$ cat src/rtl/seq_decoder_pkg.sv
// Shared types and helpers for the sequential one-hot decoder.
// Holds the FSM encoding, mode constants and the decode function.
package seq_decoder_pkg;

   typedef enum logic [1:0] {
      IDLE,
      DIRECT,
      SCAN
   } state_t;

   localparam logic MODE_DIRECT = 1'b0;
   localparam logic MODE_SCAN   = 1'b1;

   function automatic logic [63:0] onehot(
      input logic [5:0] idx,
      input int         width
   );
      logic [63:0] v;
      v = '0;
      if (int'(idx) < width) v[idx] = 1'b1;
      return v;
   endfunction

endpackage

$ cat src/rtl/seq_decoder_dwell.sv
// Dwell counter for SCAN mode; pulses step on the last dwell cycle.
// With DWELL=1 the counter never leaves 0 and step follows run.
module seq_decoder_dwell #(
   parameter int DWELL = 1
) (
   input  logic clk,
   input  logic rst,
   input  logic run,
   input  logic clr,
   output logic step
);

   localparam int CNT_W = (DWELL > 1) ? $clog2(DWELL) : 1;
   localparam logic [CNT_W-1:0] LAST = CNT_W'(DWELL - 1);

   logic [CNT_W-1:0] cnt;
   logic             last;

   assign last = (cnt == LAST);
   assign step = run & last;

   always_ff @(posedge clk) begin
      if (rst) begin
         cnt <= '0;
      end else if (clr) begin
         cnt <= '0;
      end else if (run) begin
         cnt <= last ? '0 : cnt + CNT_W'(1);
      end
   end

endmodule

$ cat src/rtl/seq_decoder.sv
// Registered N-to-2^N one-hot decoder with DIRECT and SCAN modes.
// out is decode(idx) gated by active, optionally inverted.
module seq_decoder
   import seq_decoder_pkg::*;
#(
   parameter int SEL_W      = 3,
   parameter int DWELL      = 1,
   parameter bit ACTIVE_LOW = 1'b0
) (
   input  logic                  clk,
   input  logic                  rst,
   input  logic                  en,
   input  logic                  mode,
   input  logic                  dir,
   input  logic [SEL_W-1:0]      sel,
   input  logic                  sel_valid,
   output logic [(1<<SEL_W)-1:0] out,
   output logic [SEL_W-1:0]      idx,
   output logic                  active,
   output logic                  wrap
);

   localparam int OUT_W = 1 << SEL_W;
   localparam logic [OUT_W-1:0] POL = {OUT_W{ACTIVE_LOW}};

   state_t           state, state_n;
   logic [SEL_W-1:0] idx_n;
   logic             active_n;
   logic             wrap_n;
   logic [OUT_W-1:0] out_n;
   logic             scan_on;
   logic             step;

   assign scan_on = en & (mode == MODE_SCAN);

   seq_decoder_dwell #(
      .DWELL (DWELL)
   ) u_dwell (
      .clk  (clk),
      .rst  (rst),
      .run  (scan_on & ~sel_valid),
      .clr  (scan_on & sel_valid),
      .step (step)
   );

   always_comb begin
      state_n  = state;
      idx_n    = idx;
      active_n = active;
      wrap_n   = 1'b0;
      if (!en) begin
         state_n  = IDLE;
         active_n = 1'b0;
      end else if (mode == MODE_DIRECT) begin
         state_n = DIRECT;
         if (sel_valid) begin
            idx_n    = sel;
            active_n = 1'b1;
         end
      end else begin
         state_n  = SCAN;
         active_n = 1'b1;
         // a load on the dwell boundary beats the step
         if (sel_valid) begin
            idx_n = sel;
         end else if (step) begin
            if (!dir) begin
               idx_n  = idx + SEL_W'(1);
               wrap_n = (idx == '1);
            end else begin
               idx_n  = idx - SEL_W'(1);
               wrap_n = (idx == '0);
            end
         end
      end
      out_n = active_n ? OUT_W'(onehot(6'(idx_n), OUT_W)) : '0;
      out_n = out_n ^ POL;
   end

   always_ff @(posedge clk) begin
      if (rst) begin
         state  <= IDLE;
         idx    <= '0;
         active <= 1'b0;
         wrap   <= 1'b0;
         out    <= POL;
      end else begin
         state  <= state_n;
         idx    <= idx_n;
         active <= active_n;
         wrap   <= wrap_n;
         out    <= out_n;
      end
   end

endmodule
$ cat config.mk
export PLATFORM = sky130hd
export DESIGN_NAME = seq_decoder
export DESIGN_NICKNAME = d
export VERILOG_FILES = /design/src/rtl/seq_decoder_pkg.sv /design/src/rtl/seq_decoder_dwell.sv /design/src/rtl/seq_decoder.sv
export SDC_FILE = /design/constraint.sdc
export NUM_CORES = 1
export LEC_CHECK = 0
export ABC_AREA = 1
export ABC_CLOCK_PERIOD_IN_PS = 2600
export BUFFER_PORTS_ARGS = -buffer_cell sky130_fd_sc_hd__buf_2
export CORE_MARGIN = 5
export CORE_UTILIZATION = 40
export CTS_CLUSTER_SIZE = 28
export DETAILED_ROUTE_END_ITERATION = 10
export GPL_TIMING_DRIVEN = 0
export PLACE_DENSITY = 0.68
export SLEW_MARGIN = 20
export SYNTH_ARGS = -nofsm -noshare
export SYNTH_HDL_FRONTEND = slang
export SYNTH_SLANG_ARGS = --single-unit
$ cat constraint.sdc
create_clock -name clk -period 2.6 [get_ports clk]
set_input_delay 0.52 -clock clk [delete_from_list [all_inputs] [get_ports clk]]
set_output_delay 0.52 -clock clk [all_outputs]
set_load 0.005 [all_outputs]
== After elaboration in Yosys (flattened, before gate mapping) ==
Index checks and enable logic that the tools add are counted.
Widths: inputs -> output; s select.
Cells by class
  $add $sub $neg: 3
  magnitude comparators: 2
  equal/unequal tests: 1
  multiplexer cells: 13
  bitwise operators: 10
  reduce and logical (&&, ||, !) cells: 5
Operator list (count)
  $mux 3: 6
  $lt 3x7->1 const B: 1
  $mux 1: 6
  $not 1->1: 6
  $reduce_or 5->1: 1
  $and 1x1->1: 4
  $reduce_or 2->1: 2
  $add 3x1->3 const B: 1
  $demux 1 s3: 1
  $eq 3x3->1 const B: 1
  $ge 3x1->1 const B: 1
  $logic_not 3->1: 1
  $sub 3x1->3 const B: 1
  $add 1x1->1 const B: 1
  $logic_and 1x1->1: 1
Word-level totals
  bits in registers: 14
  bits of input ports: 9
  output and inout bits: 13

== Longest topological paths before layout ==
  depth in word-level cells: 11
  mapped depth: 11
  gate-level depth less buffers: 11

== Cells and area by module ==
From an unflattened synthesis, not the netlist that was laid out.
Second synthesis, totals
  cells, all modules: 80
  area, all modules: 590.6 µm²
Modules (own cells, without submodules)
  seq_decoder: instances 1, cells each 79, area an instance 583.1 µm², seq. area each 260.2 µm²
  seq_decoder_dwell: instances 1, cells each 1, area an instance 7.5 µm², seq. area each 0.0 µm²

== Worst setup path before layout ==
No wires, ideal clock.
  kind: input port to flip-flop
  start point: in dir
  end point: reg out[6]
  setup time: 0.118 ns
  arrival: 1.461 ns
  data required time: 2.482 ns
  slack: 1.021 ns
  cell stages on the path: 11
  path buffers: 0
  path through: fa_1 -> inv_1 -> nand2_1 -> nand2_1 -> nand2_1 -> nand2_1 -> nand2_1 -> nand2_2 -> nand2_2 -> nand2_1 -> nor2_1
Between the ends
  word-level cells in the longest chain between the ends: 9
  elaborated cells on any way between the ends: 10
  those cells by class: order compare (2); mux (7); reduce/logical (1)
RTL lines
  start: declaration: line seq_decoder.sv:14  | input logic dir,
  $mux 3 (*): line seq_decoder.sv:67  | if (!dir) begin
  $mux 3 (*): line seq_decoder.sv:66  | end else if (step) begin
  $mux 3 (*): line seq_decoder.sv:64  | if (sel_valid) begin
  $mux 3 (*): line seq_decoder.sv:54  | end else if (mode == MODE_DIRECT) begin
  $mux 3 (*): line seq_decoder.sv:51  | if (!en) begin
  $lt 3x7->1 (not written as such) / $ge 3x1->1 (equally long branches): line seq_decoder_pkg.sv:20  | if (int'(idx) < width) v[idx] = 1'b1;
  $logic_and 1x1->1 (not written as such): line seq_decoder_pkg.sv:20
  $mux 1 (not written as such): line seq_decoder_pkg.sv:20
  $demux 1 s3 (*): line seq_decoder_pkg.sv:20
  end signal: assignment: line seq_decoder.sv:92  | out <= out_n;
  end: declaration: line seq_decoder.sv:17  | output logic [(1<<SEL_W)-1:0] out,
Every way passes the cells marked *; elsewhere a longest branch is shown, timed or not.
A chain may end at the register's enable or synchronous reset.

== Worst setup path in the final report ==
  start point: reg idx[0]
  end point: reg out[1]
Between the ends
  word-level cells in the longest chain between the ends: 10
  elaborated cells on any way between the ends: 13
  those cells by class: add/sub (2); order compare (2); mux (8); reduce/logical (1)
RTL lines
  start: declaration: line seq_decoder.sv:18  | output logic [SEL_W-1:0] idx,
  start signal: assignment: line seq_decoder.sv:89  | idx <= idx_n;
  $add 3x1->3 / $sub 3x1->3 (equally long branches): line seq_decoder.sv:68, seq_decoder.sv:71
  $mux 3: line seq_decoder.sv:67
  $mux 3: line seq_decoder.sv:66
  $mux 3: line seq_decoder.sv:64
  $mux 3: line seq_decoder.sv:54
  $mux 3 (*): line seq_decoder.sv:51
  $lt 3x7->1 (not written as such) / $ge 3x1->1 (equally long branches): line seq_decoder_pkg.sv:20
  $logic_and 1x1->1 (not written as such): line seq_decoder_pkg.sv:20
  $mux 1 (not written as such): line seq_decoder_pkg.sv:20
  $demux 1 s3 (*): line seq_decoder_pkg.sv:20
Marks and branches as above.

==> out/qor.csv <==
metric;value;unit
H-Tree Depth;1;
Setup Viol. Count Final;0;
syn nets;86;
clk root buf;clkbuf_4;
Critical-path top delay cell;dfxtp_1;
slew margin rel.;83.6;%
first-pass GRT wire length;2.15;mm
pin count of the biggest net entering global routing;9;
drt pass-1 iters;4;
Setup Crit Path Kind;flop to flop;
maximum VDD drop;425;uV
gr ovfl total;0;
P_leak;0.373;nW
Fmax achieved;652;MHz
top cells by count, synth;nand2_1 (21), dfxtp_1 (13), nor2_1 (11);
Critical Path AT;1.74;ns
Clock transition at path regs;0.07;ns
Die ar.;2210;um^2
synthesized cell area;548;um^2
clk_lat worst skew;0.26;ns
worst slew pin tran;0.245;ns
I/O pin total;22;
number of buffers created by CTS;3;
vias in the first global route;528;
Post-synth EDFFs;0;
Final Util;53.7;%
postcts setup bufs;0;
die boundary height;47.0;um
post-synth top area share;47.5;%
CTS Hold Buffers Added;0;
antenna cells;0;
Core ar.;1300;um^2
Yosys reg bits;13;
Die X;47.0;um
nets@finish;112;
CP startpoint kind;flop;
DP HPWL;932;um
Final ANT Viol Nets;0;
hold_ws;0.472;ns
Critical path buffers and inverters;1;
crit-path leading delay family;flip-flops;
initial core utilization;42.1;%
initial antenna violation count;0;
Post-route DRC;0;
Post-Syn Instances;76;
fin crit period;1.53;ns
Initial DRC Count;15;
CTS sink count;13;
final WL;1.14;mm
required time of the critical path;2.81;ns
PortBufs;21;
worst hold path type;input port to flop;
sequential area share after synthesis;47.5;%
FILL cells;143;
crit-path cells;fa_1 > nand2_1 > nand2_1 > nand2_1 > nand2_1 > inv_1 > nand3_1 > nor2_1;
Final Cell Area;698;um^2
Placed Area;672;um^2
Warnings, synthesis;0;
Post-Syn Area per Cell;7.21;um^2
P&R area growth vs syn;27.4;%
Worst Setup End Kind;flop;
PD cells;557;nW/um^2
wire per inst;9.81;um
RSZ-0062 raised after global routing;false;
Yosys cell types;13;
vias;548;
layout cells sized above 1;29.7;%
MaxCap Viol Count;0;
count leader, synth;nand2_1;
final slew viol count;0;
post-synth top area cell;dfxtp_1;
Primary FF master, synth;dfxtp_1;
Crit Path Max Fanout;6;
GRT Overall Usage;13.6;%
Longest Clk Path Bufs;2;
setup_tns;0;ns
routability cong.;0.805;
CTS tree;yes;
Post-CTS Resized;0;
vias per cell;4.72;
most frequent CP cell;nand2_1;
outcome;finished, final reports clean;
fin crit share;59.0;%
clock skew;0.00216;ns
final hold violation count;0;
CP max stage delay;0.46;ns
dominant cells by area after synthesis;dfxtp_1 (47%), nand2_1 (14%), nor2_1 (7.5%), inv_1 (6.8%), nand3_1 (6.4%);
Async SR Flop Fraction;0;%
num rows;13;
## kinds of logic (layout without fill, tap and decap cells)
family,count (synthesis),in the layout,synth area share [%]
and+or+nand+nor,47,47,37.4
DFF,13,13,47.5
AOI/OAI and AO/OA,5,5,4.56
buffers and inverters,10,35,6.85
adders and majority gates,1,1,3.65
## per-layer routing
layer	share of wire, %	GRT usage [%]	wire (um)	up-vias
met2	50	21.7	567	15
met3	7.3	5.75	83	0
met5	0	0	0	-
met4	0	3.31	0	0
met1	43	17.0	488	246
li1	-	-	-	287
## per-stage QoR
step	total power [mW]	instances	worst slack (ns)
after floorplan	0.252	76	1.02
after global placement	0.275	112	0.823
after detailed placement	0.277	112	0.788
after CTS	0.393	116	1.05
after global routing	0.411	116	0.835
final	0.389	116	1.07
## sequential cells by signal (all words and copies together) (netlist names)
| signal | count |
|---|---|
| active | 1 |
| out | 8 |
| idx | 3 |
| wrap | 1 |
## power breakdown
| part | switching, mW | internal, mW | total, mW |
|---|---|---|---|
| clock | 0.0580 | 0.0593 | 0.117 |
| sequential | 0.00541 | 0.206 | 0.211 |
| combinational | 0.0363 | 0.0239 | 0.0602 |
## worst paths after layout
kind / start / endpoint / slack, ns / cells after the start
max: idx[0] / out[1] / 1.07 / 8
min: rst / idx[2] / 0.47 / 2
max reg2reg: idx[0] / out[1] / 1.07 / 8
min reg2reg: idx[2] / wrap / 0.52 / 2
## cell type report
type                       instances  area, um^2  share of cell area, %
sequential                        13         260                   37.3
multi-input combinational         53         250                   35.8
timing repair buffer              21         105                   15.1
inverter                          10        37.5                   5.38
clock buffer                       4        26.3                   3.76
tap                               15        18.8                   2.69
## placed cells by master, fill, tap and decap left out, drive strengths merged
| cell type | n |
|---|---|
| buf | 21 |
| nand2 | 23 |
| o21ai | 2 |
| clkbuf | 4 |
| or2 | 1 |
| dfxtp | 13 |
| nand4 | 2 |
| fa | 1 |
| inv | 10 |
| a21oi | 3 |
| nor2 | 14 |
| nand3 | 7 |
No activity file was read; power rests on OpenSTA's default activity.
